$ cat config.mk
export PLATFORM = sky130hd
export DESIGN_NAME = param_counter
export DESIGN_NICKNAME = d
export VERILOG_FILES = /design/src/rtl/param_counter.sv
export SDC_FILE = /design/constraint.sdc
export NUM_CORES = 1
export LEC_CHECK = 0
export BUFFER_PORTS_ARGS = -buffer_cell sky130_fd_sc_hd__buf_2
export CAP_MARGIN = 20
export CORE_AREA = 2 2 39 41
export CTS_BUF_LIST = sky130_fd_sc_hd__clkbuf_2 sky130_fd_sc_hd__clkbuf_4 sky130_fd_sc_hd__clkbuf_8
export DETAILED_ROUTE_END_ITERATION = 6
export DIE_AREA = 0 0 41 43
export SETUP_SLACK_MARGIN = 0.4
export SLEW_MARGIN = 0
export SYNTH_ARGS = -nofsm -noshare
export SYNTH_HDL_FRONTEND = slang
export SYNTH_SLANG_ARGS = --single-unit
export TNS_END_PERCENT = 5
$ cat constraint.sdc
create_clock -name clk_i -period 2.2 [get_ports clk_i]
set_input_delay 0.22 -clock clk_i [delete_from_list [all_inputs] [get_ports clk_i]]
set_output_delay 0.22 -clock clk_i [all_outputs]
set_load 0.02 [all_outputs]
$ cat src/rtl/param_counter.sv
// param_counter: parametrised up/down counter with prescaler, wrap/saturate and status flags
module param_counter #(
  parameter int WIDTH    = 4,
  parameter int MAX_VAL  = 2**WIDTH-1,
  parameter int SATURATE = 0,
  parameter int PRESCALE = 1
) (
  input  logic             clk_i,
  input  logic             reset_i,
  input  logic             en_i,
  input  logic             load_i,
  input  logic [WIDTH-1:0] load_val_i,
  input  logic             up_dn_i,
  input  logic             clear_ovf_i,
  input  logic [WIDTH-1:0] cmp_val_i,
  output logic [WIDTH-1:0] out_o,
  output logic             tc_o,
  output logic             ovf_o,
  output logic             cmp_match_o
);
  localparam int PW = PRESCALE > 1 ? $clog2(PRESCALE) : 1;
  localparam logic [WIDTH-1:0] MAX = WIDTH'(MAX_VAL);
  localparam logic [PW-1:0] PLAST = PW'(PRESCALE-1);
  logic [WIDTH-1:0] cnt_q, cnt_d, nxt_up, nxt_dn, lv;
  logic [PW-1:0] psc_q, psc_d;
  logic ovf_q, ovf_d, tick, step;
  always_comb begin
    tick   = en_i && !load_i;
    step   = tick && psc_q == PLAST;
    tc_o   = up_dn_i ? cnt_q == MAX : cnt_q == '0;
    nxt_up = cnt_q == MAX ? (SATURATE != 0 ? MAX : '0) : cnt_q + 1'b1;
    nxt_dn = cnt_q == '0 ? (SATURATE != 0 ? '0 : MAX) : cnt_q - 1'b1;
    lv     = load_val_i > MAX ? MAX : load_val_i;
    cnt_d  = load_i ? lv : step ? (up_dn_i ? nxt_up : nxt_dn) : cnt_q;
    psc_d  = load_i ? '0 : !tick ? psc_q : step ? '0 : psc_q + 1'b1;
    // a step taken at a range end sets ovf even when clear is requested
    ovf_d  = (step && tc_o) || (ovf_q && !clear_ovf_i);
  end
  always_ff @(posedge clk_i) begin
    if (reset_i) begin
      cnt_q <= '0;
      psc_q <= '0;
      ovf_q <= 1'b0;
    end else begin
      cnt_q <= cnt_d;
      psc_q <= psc_d;
      ovf_q <= ovf_d;
    end
  end
  assign out_o       = cnt_q;
  assign ovf_o       = ovf_q;
  assign cmp_match_o = cnt_q == cmp_val_i;
endmodule
==> impl_metrics.tcl <==
set metrics [dict create \
    nets 93 \
    die-height_um 43 \
    dp_hpwl_um 723 \
    status "finished, final reports clean" \
    multiInputGateArea_um2 285 \
    htreeDepth 1 \
    synth_cells 54 \
    r2r-start "out_o[0]" \
    clock_sinks 6 \
    critical_path_required_ns 1.98 \
    worst_slack_ns 0.476 \
    vias_per_cell 4.63 \
    worstMarginPinSlew_ns 0.304 \
    grt_pass1_wl_um 1360 \
    worstHoldStart "en_i" \
    cts-resized-gates 0 \
    hp-class "primary input to flop" \
    drtIter0Drc 7 \
    startpoint_type "flop" \
    drive_gt1_share_pct 34.7 \
    powerDensity_nw_per_um2 565 \
    r2r_cells 6 \
    grt-ovfl-total 0 \
    fillers 151 \
    syn2layout_area_growth_pct 30.2 \
    cts_max_path_buffers 2 \
    finalHoldViolCount 0 \
    pin_count 21 \
    ir_drop_v 0.000269 \
    place_ws_ns 0.730 \
    placed_cell_area_um2 544 \
    p_seq_share_pct 40.0 \
    tns_ns 0 \
    post_drt_wl_per_cell_um 9.91 \
    crit_fanout 7 \
    synth_seq_cells 6 \
    start_util_pct 31.5 \
    synthesis.nets 70 \
    cap_violations 0 \
    dieWidth_um 41 \
    ys_warn_count 0 \
    synth_top_cell_area_share_pct 27.6 \
    rsz0062_at_grt "no" \
    clkLatencyLatePin_ns 0.24 \
    die-area_um2 1760 \
    endpoint_kind "primary output" \
    diodes 0 \
    fin_crit_sh_pct 78.3 \
    numPlacedInstances 88 \
    grt_usage_pct 11.2 \
    cellLeakagePower_nw 0.273 \
    cts_hold_buf 0 \
    tritoncts "yes" \
    final_cells 91 \
    drv_slew 0 \
    post_cts_buffers 0 \
    drtAntennaViolNets 0 \
    p_int_mw 0.220 \
    swShare_pct 31.3 \
    rows 14 \
    cts-root-buf "clkbuf_4" \
    hold_path_depth 2 \
    synth_top_cells_by_area "dfxtp_1 28%, xor2_1 10%, a21oi_1 5.7%" \
    max_freq_mhz 580 \
    syn_area_per_cell_um2 8.06 \
    regToRegSetupSlack_ns 0.71 \
    final_util_pct 41.0 \
    antenna_found_initial 0 \
    routabilityCongestion 0.699 \
    ys_types 27 \
    numCtsBuffers 3 \
    final.min_clock_period_ns 1.72 \
    hold_ws_ns 0.154 \
    r2r_end "out_o[1]" \
    hold_end "psc_q" \
    stdcell_area_um2 567 \
    synth_area_um2 435 \
    vias 421 \
    grt_pass1_vias 354 \
    drc 0 \
    switchingPower_mw 0.100 \
    grt_max_degree 11 \
    clock_power_share_pct 31.3 \
    path_class "flop to primary output" \
    wirelength_um 902 \
    regArea_um2 120 \
    p_comb_share_pct 28.8 \
    relSlewSlack_pct 79.6 \
    finalPower_mw 0.320 \
    drt-pass1-iter-count 4 \
    ys_seq_area_share_pct 27.6 \
    clkTransAtPathRegs_ns 0.05 \
    final.setup_skew_ns 0.00220 \
    port_buffers 20 \
    core-area_um2 1380 \
    setup_viol_count_final 0 \
    critPathArrivalTime_ns 1.50 \
    synth_area_leader_cell "dfxtp_1" \
]
[worst max path at each step]
stage | from | to | slack [ns] | depth (start not counted)
global route | out_o[0] | tc_o | 0.41 | 5
CTS | out_o[0] | tc_o | 0.46 | 5
detailed placement | out_o[0] | tc_o | 0.73 | 5
floorplan | out_o[0] | ovf_o | 0.54 | 6
finish | out_o[0] | tc_o | 0.48 | 5
global placement | out_o[0] | out_o[1] | 0.75 | 6
[flip-flops by register name, summed over array words and instances (netlist names)]
signal,flops
out_o,4
ovf_o,1
psc_q,1
[cell usage after synthesis (all sizes together)]
cell	number
a211oi	1
a21bo	1
a21oi	5
a221o	1
a311o	1
a31oi	1
buf	1
clkbuf	1
dfxtp	6
ha	2
inv	5
nand2	2
nand2b	2
nand4	1
nor2	5
nor2b	3
nor3	1
nor4	1
nor4b	1
o21a	1
o21ai	2
o21bai	1
o31ai	1
or4	1
xnor2	2
xor2	5
[power by group through the flow]
stage               clock network (mW)  logic [mW]  registers [mW]
finish                           0.100      0.0921           0.128
global placement                     0      0.0924           0.130
detailed placement                   0      0.0928           0.130
CTS                              0.106      0.0934           0.128
global route                     0.111       0.102           0.129
floorplan                            0      0.0585           0.134
[metal layers]
layer  vias to the layer above  GRT usage, %  part of all wire, %
li1                        230             -                    -
met1                       172          14.6                   46
met2                        17          15.9                   44
met3                         2          1.57                  8.0
met4                         0          8.00                  1.9
met5                         -             0                    0
[final cells by class]
| type | instances | share of cell area [%] |
|---|---|---|
| clock buffers | 3 | 3.97 |
| inverters | 5 | 3.31 |
| multi-input cells | 41 | 50.3 |
| flip-flops and latches | 6 | 21.2 |
| well taps | 16 | 3.53 |
| repair buffers | 20 | 17.7 |
[cells in the final DEF (no fill, tap or decap)]
master    Yosys  final
buf_2         0     20
dfxtp_1       6      6
xor2_1        5      5
a21oi_1       5      5
nor2_1        5      5
inv_1         3      3
nor2b_1       3      3
clkbuf_4      0      3
inv_2         2      2
nand2b_1      2      2
xnor2_1       2      2
nand2_1       2      2
o21ai_1       2      2
ha_1          2      2
nand4_1       1      1
o31ai_1       1      1
nor4_1        1      1
or4_1         1      1
a21bo_1       1      1
o21bai_1      1      1
a311o_1       1      1
a221o_1       1      1
a31oi_2       1      1
nor4b_1       1      1
o21a_1        1      1
a211oi_1      1      1
nor3_1        1      1
[worst max-delay path: stages, from the launching register on]
cell	delay, ns
dfxtp_1	0.36
inv_1	0.13
ha_1	0.18
nand2b_1	0.08
o31ai_1	0.29
buf_2	0.23
[cells by family (layout without fill, tap and decap cells)]
group | count (synthesis) | in the layout | synth area share, %
buffers and inverters | 7 | 28 | 6.90
DFF | 6 | 6 | 27.6
xor gates and xnor gates | 7 | 7 | 14.1
adders and majority gates | 2 | 2 | 5.75
AOI/OAI and AO/OA | 15 | 15 | 24.7
and+or+nand+nor | 17 | 17 | 21.0
Note: power is estimated with default switching activity, not from simulation.
